--- config.mk ---
export PLATFORM = sky130hd
export DESIGN_NAME = jt1943_objdma
export DESIGN_NICKNAME = d
export VERILOG_FILES = /design/src/rtl/jt1943_objdma.sv
export SDC_FILE = /design/constraint.sdc
export NUM_CORES = 1
export LEC_CHECK = 0
export ABC_AREA = 1
export ABC_CLOCK_PERIOD_IN_PS = 2000
export CAP_MARGIN = 10
export CORE_AREA = 2 2 56 58
export CTS_BUF_LIST = sky130_fd_sc_hd__clkbuf_4
export CTS_CLUSTER_DIAMETER = 100
export CTS_CLUSTER_SIZE = 10
export DETAILED_ROUTE_END_ITERATION = 8
export DIE_AREA = 0 0 58 60
export PLACE_DENSITY = 0.78
export SLEW_MARGIN = 5
export SYNTH_ARGS = -nofsm -noshare
export SYNTH_HDL_FRONTEND = slang
export SYNTH_SLANG_ARGS = --single-unit
--- constraint.sdc ---
create_clock -name clk -period 2 [get_ports clk]
set_clock_uncertainty 0.2 [all_clocks]
set_input_delay 0.4 -clock clk [delete_from_list [all_inputs] [get_ports clk]]
set_output_delay 0.4 -clock clk [all_outputs]
set_load 0.01 [all_outputs]
--- src/rtl/jt1943_objdma.sv ---
// jt1943_objdma: per-frame object table DMA from main work RAM into a double-buffered object store.
module jt1943_objdma #(
    parameter int          AW       = 9,
    parameter logic [12:0] OBJ_BASE = 13'h1000
) (
    input  logic          clk,
    input  logic          rst_n,
    input  logic          cen,
    input  logic          LVBL,
    input  logic          OKOUT,
    input  logic          bus_ack,
    input  logic [7:0]    ram_dout,
    output logic          bus_req,
    output logic          blcnten,
    output logic [12:0]   obj_AB,
    output logic [AW-1:0] buf_addr,
    output logic [7:0]    buf_din,
    output logic          buf_we,
    output logic          buf_sel,
    output logic          busy
);
    typedef enum logic [1:0] {IDLE, REQ, COPY, REL} state_t;
    state_t      st, st_nx;
    logic        pending, lvbl_l, trig, go, wr;
    logic [AW:0] cnt, cnt_m1;

    assign trig = lvbl_l & ~LVBL;
    assign go   = (st == IDLE) && (st_nx == REQ);

    always_comb begin
        st_nx = st;
        case (st)
            IDLE:    st_nx = (trig && pending) ? REQ  : IDLE;
            REQ:     st_nx = bus_ack           ? COPY : REQ;
            COPY:    st_nx = cnt[AW]           ? REL  : COPY;
            default: st_nx = bus_ack           ? REL  : IDLE;
        endcase
    end

    // cnt only reaches 2^AW in COPY, so its top bit marks the final cycle
    always_ff @(posedge clk or negedge rst_n) begin
        if (!rst_n) begin
            st      <= IDLE;
            pending <= 1'b0;
            lvbl_l  <= 1'b1;
            cnt     <= '0;
            buf_sel <= 1'b0;
        end else if (cen) begin
            st      <= st_nx;
            pending <= OKOUT | (pending & ~go);
            lvbl_l  <= LVBL;
            cnt     <= (st == COPY && !cnt[AW]) ? cnt + (AW+1)'(1) : '0;
            buf_sel <= buf_sel ^ (st == REL && !bus_ack);
        end
    end

    // RAM data lags the address by one cen, so byte cnt-1 is written at cnt
    assign cnt_m1   = cnt - (AW+1)'(1);
    assign wr       = (st == COPY) && (cnt != '0);
    assign buf_we   = cen & wr;
    assign buf_addr = wr ? cnt_m1[AW-1:0] : '0;
    assign buf_din  = wr ? ram_dout : 8'h00;
    assign obj_AB   = OBJ_BASE + 13'(cnt[AW-1:0]);
    assign bus_req  = (st == REQ) || (st == COPY);
    assign blcnten  = (st == COPY);
    assign busy     = (st != IDLE);
endmodule

## Word-level counts from Yosys, hierarchy flattened

Index checks and enable logic that the tools add are counted.

- Flip-flop bits (word level): 15
- Bits of input ports: 14
- Output and inout port bits: 35
- Word-level logic and storage cells: 38

- Add/sub/neg operators: 3
- Equal/unequal tests: 4
- Multiplexer cells: 8
- Bitwise gates (word level): 7
- Reduce and logical (&&, ||, !) cells: 11

Operator list:

| operator | count |
|---|---|
| $add 13x9->13 const A | 1 |
| $add 10x1->10 const B | 1 |
| $mux 10 | 1 |
| $reduce_bool 10->1 | 1 |
| $mux 9 | 1 |
| $sub 9x1->9 const B | 1 |
| $mux 8 | 1 |
| $pmux 2 s3 | 1 |
| $logic_and 1x1->1 | 5 |
| $eq 2x1->1 const B | 2 |
| $eq 2x2->1 const B | 2 |
| $mux 2 | 2 |
| $and 1x1->1 | 3 |
| $logic_not 1->1 | 2 |
| $logic_not 2->1 | 1 |
| $mux 1 | 2 |
| $not 1->1 | 2 |
| $reduce_bool 2->1 | 1 |
| $logic_or 1x1->1 | 1 |
| $or 1x1->1 | 1 |
| $xor 1x1->1 | 1 |

## Longest topological paths before layout

Gate-level depths: netlist (run 1).

- Depth after elaboration: 10
- Gate-level depth with buffers: 9
- Depth with buffers taken out: 9

## Worst setup path after synthesis (run 1)

No wires, ideal clock.

- Kind: register -> output
- Start: register cnt[0]
- End: output buf_addr[2]
- Arrival: 1.264 ns
- Setup slack: 0.136 ns
- Cell stages (with the launch flop): 9
- Buffers on the path: 1
- Cells stage by stage: dfrtp_1 > inv_1 > ha_1 > nand2_2 > nor2_2 > nand2_2 > nand2_4 > buf_6 > nor2_1

- Longest elaborated chain between the ends: 3
- Elaborated cells on any way between the ends: 4

RTL lines:

| element | RTL line | RTL |
|---|---|---|
| start: declaration | 25 | `logic [AW:0] cnt, cnt_m1;` |
| start signal: assignment | 52 | `cnt <= (st == COPY && !cnt[AW]) ? cnt + (AW+1)'(1) : '0;` |
| branches (longest 2 deep; another with $sub 9x1->9) | n/a |  |
| $mux 9 (*) | 61 | `assign buf_addr = wr ? cnt_m1[AW-1:0] : '0;` |
| end: declaration | 16 | `output logic [AW-1:0] buf_addr,` |

Mark *: on every way between the ends.

## Worst setup path in the final report (run 1)

- Start: register cnt[0]
- End: output buf_addr[8]

Same word-level chain as after synthesis.

==> flow_metrics.tcl, run 1 <==
set metrics [dict create \
    drt_iter0_markers 31 \
    rsz0062_at_grt "true" \
    num_rows 20 \
    grt_pass1_wl_um 5560 \
    cap_violations 0 \
    max_freq_mhz 456 \
    end_kind "output port" \
    finalSetupViolations 18 \
    r2r-end "cnt[6]" \
    drv_slew 0 \
    clk_latency_ns 0.29 \
    numCtsBuffers 3 \
    cp_max_fo 5 \
    cp.arrival_ns 1.59 \
    postLayoutCoreUtil_pct 65.4 \
    diodes 0 \
    nNetsFinal 273 \
    cts.sinks 15 \
    cts_max_path_buffers 2 \
    gp_congestion 0.832 \
    violations "setup timing" \
    core_mm2 0.00290 \
    boundaryPins 49 \
    yosys_warnings 0 \
    irDropWorstVdd_v 0.00109 \
    htree_levels 1 \
    p_per_area_mw_per_mm2 1470 \
    final.setup.worst_slack_ns -0.192 \
    synthCells 178 \
    crit_required_ns 1.40 \
    initial_core_util_pct 41.2 \
    cts_tree "yes" \
    ys_ff_latch 15 \
    portBuffers 44 \
    fin_crit_sh_pct 110 \
    antenna_found_initial 0 \
    grt_max_degree 16 \
    reg2reg_from "st[0]" \
    synth_seq_area_share_pct 31.5 \
    worstSetupEndpoint "buf_addr[8]" \
    routed-via-count 1369 \
    crit_type "reg2out" \
    layout_common_cells "buf_4 (34), nand2_1 (32), nor2_1 (28)" \
    overflow 0 \
    wire_per_inst_um 11.9 \
    grt_usage_pct 21.0 \
    clk_pin_slew_worst_paths_ns 0.10 \
    dieArea_mm2 0.00348 \
    grt_pass1_vias 1311 \
    synthesis.area_mm2 0.00120 \
    die_y_um 60 \
    startpoint "cnt[0]" \
    p_leak_nw 1.08 \
    routed_wl_um 3380 \
    rrSetupSlack_ns 0.24 \
    period_needed_ns 2.19 \
    die_x_um 58 \
    syn_area_per_cell_um2 6.72 \
    mostFrequentLayoutCell "buf_4" \
    yosysUniqueCellTypes 23 \
    worstRegToRegCells 7 \
    outcome "finished with violations" \
    final_antenna_net_count 0 \
    hold_viol_final 0 \
    dp_hpwl_um 2320 \
    cts-root-buf "clkbuf_4" \
    area_growth_pct 58.8 \
    start_kind "flip-flop" \
    hold_class "in2async" \
    drc 0 \
    dr.pass1.iters 4 \
    pre_cts_slack_ns -0.322 \
    vias_per_cell 4.82 \
    drive_gt1_share_pct 33.5 \
]
-- routing by layer --
metal	vias up	GRT usage, %	wire length (µm)
li1	674	-	-
met1	629	21.9	1300
met2	54	39.3	1720
met3	12	3.90	241
met4	0	12.0	123
met5	-	0	0
-- sequential cells by signal, indices dropped and copies added, names as in the netlist --
signal   count
cnt         10
pending      1
lvbl_l       1
buf_sel      1
st           2
-- power breakdown --
group | leakage [nW] | switching [W] | internal [W] | total (W)
clock | 0.0177 | 0.000105 | 0.0000745 | 0.000179
sequential | 0.188 | 0.0000588 | 0.000383 | 0.000442
combinational | 0.871 | 0.00117 | 0.000999 | 0.00217
-- worst max-delay path: stages (launching register included) --
cell and delay [ns]:
dfrtp_1 0.40, inv_2 0.10, ha_4 0.15, nand2_4 0.06, nor2_4 0.14, nand2_4 0.14
nand2_8 0.12, nor2_1 0.05, buf_2 0.13
-- layout make-up --
type                       count  area (µm²)
clock buffer                   3        22.5
clock inverter                 1        5.00
fill                         277        1000
inverter                      30         113
multi-input combinational    123         721
sequential                    15         379
tap                           33        41.3
timing repair buffer          79         618
-- kinds of logic (layout without fill, tap and decap cells) --
family                   after synthesis  in the layout  share of synthesized area, %
XOR/XNOR                               5              5                          3.66
buffers and inverters                 45            113                          18.9
AND/OR/NAND/NOR                       87             90                          30.4
adder cells (fa/ha/maj)                7              7                          7.32
other                                  2              4                         0.628
flip-flops                            15             15                          31.5
AO/OA/AOI/OAI                         17             17                          7.53
-- synth_stat cells --
library cell  count  area, µm²
nor3_1            1       5.00
buf_6             1       11.3
dfrtp_1          14        350
xor2_1            3       26.3
ha_1              7       87.6
nor2_2            2       12.5
o21a_1            1       7.51
a21oi_1           6       30.0
inv_1            30        113
nand2_1          33        124
nand4_1           3       18.8
nand2_2           2       12.5
xnor2_1           2       17.5
dfstp_2           1       26.3
nand2_4           1       11.3
buf_4            13       97.6
conb_1            2       7.51
buf_2             1       5.00
nand3_1           9       45.0
o21ai_0           8       40.0
nor2_1           36        135
a22oi_1           1       7.51
o21ai_1           1       5.00
-- stage by stage --
| step | instances | cell area, µm² | setup TNS (ns) | hold slack [ns] | power [W] |
|---|---|---|---|---|---|
| global route | 284 | 1900 | -4.47 | 0.231 | 0.00300 |
| finish | 284 | 1900 | -3.10 | 0.201 | 0.00279 |
| global placement | 267 | 1760 | -4.74 | 0.257 | 0.00230 |
| detailed placement | 267 | 1760 | -5.48 | 0.274 | 0.00233 |
| floorplan | 180 | 1200 | 0 | -0.0956 | 0.00143 |
| CTS | 281 | 1850 | -2.51 | 0.213 | 0.00269 |
-- how the worst min path moves through the flow --
| stage | depth (start not counted) | endpoint |
|---|---|---|
| detailed placement | 1 | buf_sel |
| global placement | 2 | pending |
| finish | 2 | pending |
| global route | 2 | pending |
| floorplan | 0 | buf_sel |
| CTS | 2 | pending |
-- what timing repair did --
item	4_1_cts	5_1_grt
hold buffers	0	0
setup endpoints to repair	21	24
gates resized for setup	98	17
gates cloned	3	0
setup buffers	7	3
pin swaps	12	4
Power figures use the tool's default switching activity.
==> run 2: changes to the inputs <==
CTS_CLUSTER_DIAMETER = 40   (was 100)
==> results of run 2 <==
No change in the layout: final DEF, timing and power equal those of run 1.
==> run 3: changes to the inputs <==
ABC_CLOCK_PERIOD_IN_PS = 2540   (was 2000)
CORE_AREA = 2 2 53 55   (was 2 2 56 58)
DIE_AREA = 0 0 55 57   (was 0 0 58 60)
PLACE_DENSITY = 0.86   (was 0.78)
clock period = 2.54 ns   (was 2 ns; I/O delays follow)
==> run 3 against run 2 <==
Compared with the run above:
- the run now ends clean
- combinational power fell by 32%
- setup slack improved by 0.27 ns
- non-clock buffer count fell by 27
- sequential share of layout area rose by 1.9 points
- critical path depth did not move
- wire length fell by 17%
- first-iteration DRC count fell by 32%
- flip-flop and latch count did not move
- die area fell by 9.9%
- power fell by 29%
- critical path type unchanged
- critical endpoint is now buf_addr[3]
- largest power group unchanged
==> flow_metrics.tcl, run 3 (same netlist as run 1, synthesis figures left out) <==
set metrics [dict create \
    regMostFlops "cnt" \
    grt_pass1_wl_um 4490 \
    end_kind "output port" \
    worst_slew_pin_slew_ns 0.704 \
    layout_common_cells "nor2_1 (34), nand2_1 (33), inv_1 (27)" \
    drv_slew 0 \
    p_leak_nw 0.988 \
    cts-root-buf "clkbuf_4" \
    outcome "finished clean" \
    relSlewSlack_pct 52.9 \
    p_total_w 0.00199 \
    worstRegToRegCells 7 \
    grt_busiest_layer "met2" \
    cap_violations 0 \
    hold_class "reg2reg" \
    cp_max_fo 9 \
    postPlaceCellArea_mm2 0.00160 \
    largestRegisters "cnt x10, st x2" \
    numCtsBuffers 3 \
    dp_hpwl_um 2070 \
    grt_use_met2_pct 34.0 \
    rrSetupSlack_ns 0.61 \
    htree_levels 1 \
    max_freq_mhz 406 \
    crit_type "reg2out" \
    vias_per_cell 4.72 \
    period_needed_ns 2.46 \
    die_y_um 57 \
    start_kind "flip-flop" \
    clk_pin_slew_worst_paths_ns 0.08 \
    finalSetupViolations 0 \
    nNetsFinal 244 \
    grtUsageMet3_pct 1.83 \
    cp.arrival_ns 1.75 \
    fin_area_mm2 0.00173 \
    p_per_area_mw_per_mm2 1150 \
    grt_usage_pct 19.4 \
    portBuffers 44 \
    min_from "buf_sel" \
    antenna_found_initial 0 \
    r2r-end "cnt[6]" \
    cts.sinks 15 \
    hold_end "buf_sel" \
    postLayoutCoreUtil_pct 66.2 \
    routed_wl_um 2820 \
    routed-via-count 1193 \
    cts_max_path_buffers 2 \
    boundaryPins 49 \
    die_x_um 55 \
    dieArea_mm2 0.00314 \
    mostFrequentLayoutCell "nor2_1" \
    core_mm2 0.00262 \
    met1_usage_pct 23.7 \
    whs_path_depth 1 \
    grt_max_degree 16 \
    irDropWorstVdd_v 0.000852 \
    reg2reg_from "st[0]" \
    num_rows 19 \
    cts_hold_buf 0 \
    overflow 0 \
    gp_congestion 0.890 \
    dr.pass1.iters 5 \
    drc 0 \
    clk_latency_ns 0.28 \
    grt_pass1_vias 1104 \
    diodes 0 \
    area_growth_pct 44.7 \
    drive_gt1_share_pct 13.1 \
    initial_core_util_pct 45.7 \
    hold_viol_final 0 \
    largest_reg_flops 10 \
    drt_iter0_markers 21 \
    fin_crit_sh_pct 97.0 \
    final_antenna_net_count 0 \
    wire_per_inst_um 11.2 \
    crit_required_ns 1.83 \
    cts_tree "yes" \
]
run 3: per-stage QoR:
stage	TNS (ns)	hold WS, ns	instances	setup WS (ns)
CTS	-0.734	0.285	251	-0.0929
global route	-0.00109	0.302	253	-0.00109
global placement	0	0.259	244	0.125
detailed placement	0	0.266	244	0.0796
floorplan	0	0.0124	180	0.568
finish	0	0.276	253	0.0773
run 3: power by group:
part,switching [W],internal (W),total (W)
sequential,0.0000749,0.000301,0.000376
combinational,0.000756,0.000710,0.00147
clock,0.0000733,0.0000718,0.000145
total,0.000904,0.00108,0.00199
run 3: cell type report:
class,count,area [µm²]
fill,230,885
multi-input combinational,121,664
timing repair buffer,52,505
sequential,15,379
inverter,30,113
tap,31,38.8
clock buffer,4,30.0
run 3: critical path, stage by stage (launching register included):
cell and delay, ns:
dfrtp_1 0.39, inv_2 0.07, ha_2 0.19, nand2_2 0.09
nor2_4 0.16, nand2_4 0.11, nand2_8 0.12, nor2_1 0.05
dlygate4sd2_1 0.28
run 3: layer usage:
metal  vias to the layer above  routed length (µm)
li1                        610                   -
met1                       529                1150
met2                        49                1400
met3                         5                 224
met4                         0                  45
met5                         -                   0
run 3: worst max path at each step:
| stage | cells past startpoint | slack (ns) | startpoint | end |
|---|---|---|---|---|
| finish | 8 | 0.08 | cnt[0] | buf_addr[3] |
| global route | 9 | -0.001 | cnt[0] | buf_din[1] |
| CTS | 8 | -0.09 | cnt[0] | buf_addr[0] |
| detailed placement | 8 | 0.08 | cnt[0] | buf_addr[3] |
| global placement | 4 | 0.12 | cen | buf_we |
| floorplan | 8 | 0.57 | cnt[0] | buf_addr[2] |
run 3: repair_timing:
item                       4_1_cts  5_1_grt
hold endpoints to repair         0        0
resized for setup               20       16
buffers inserted                 2        2
pin swaps                        2        3
cloned                           1        0
setup endpoints to repair       18       12
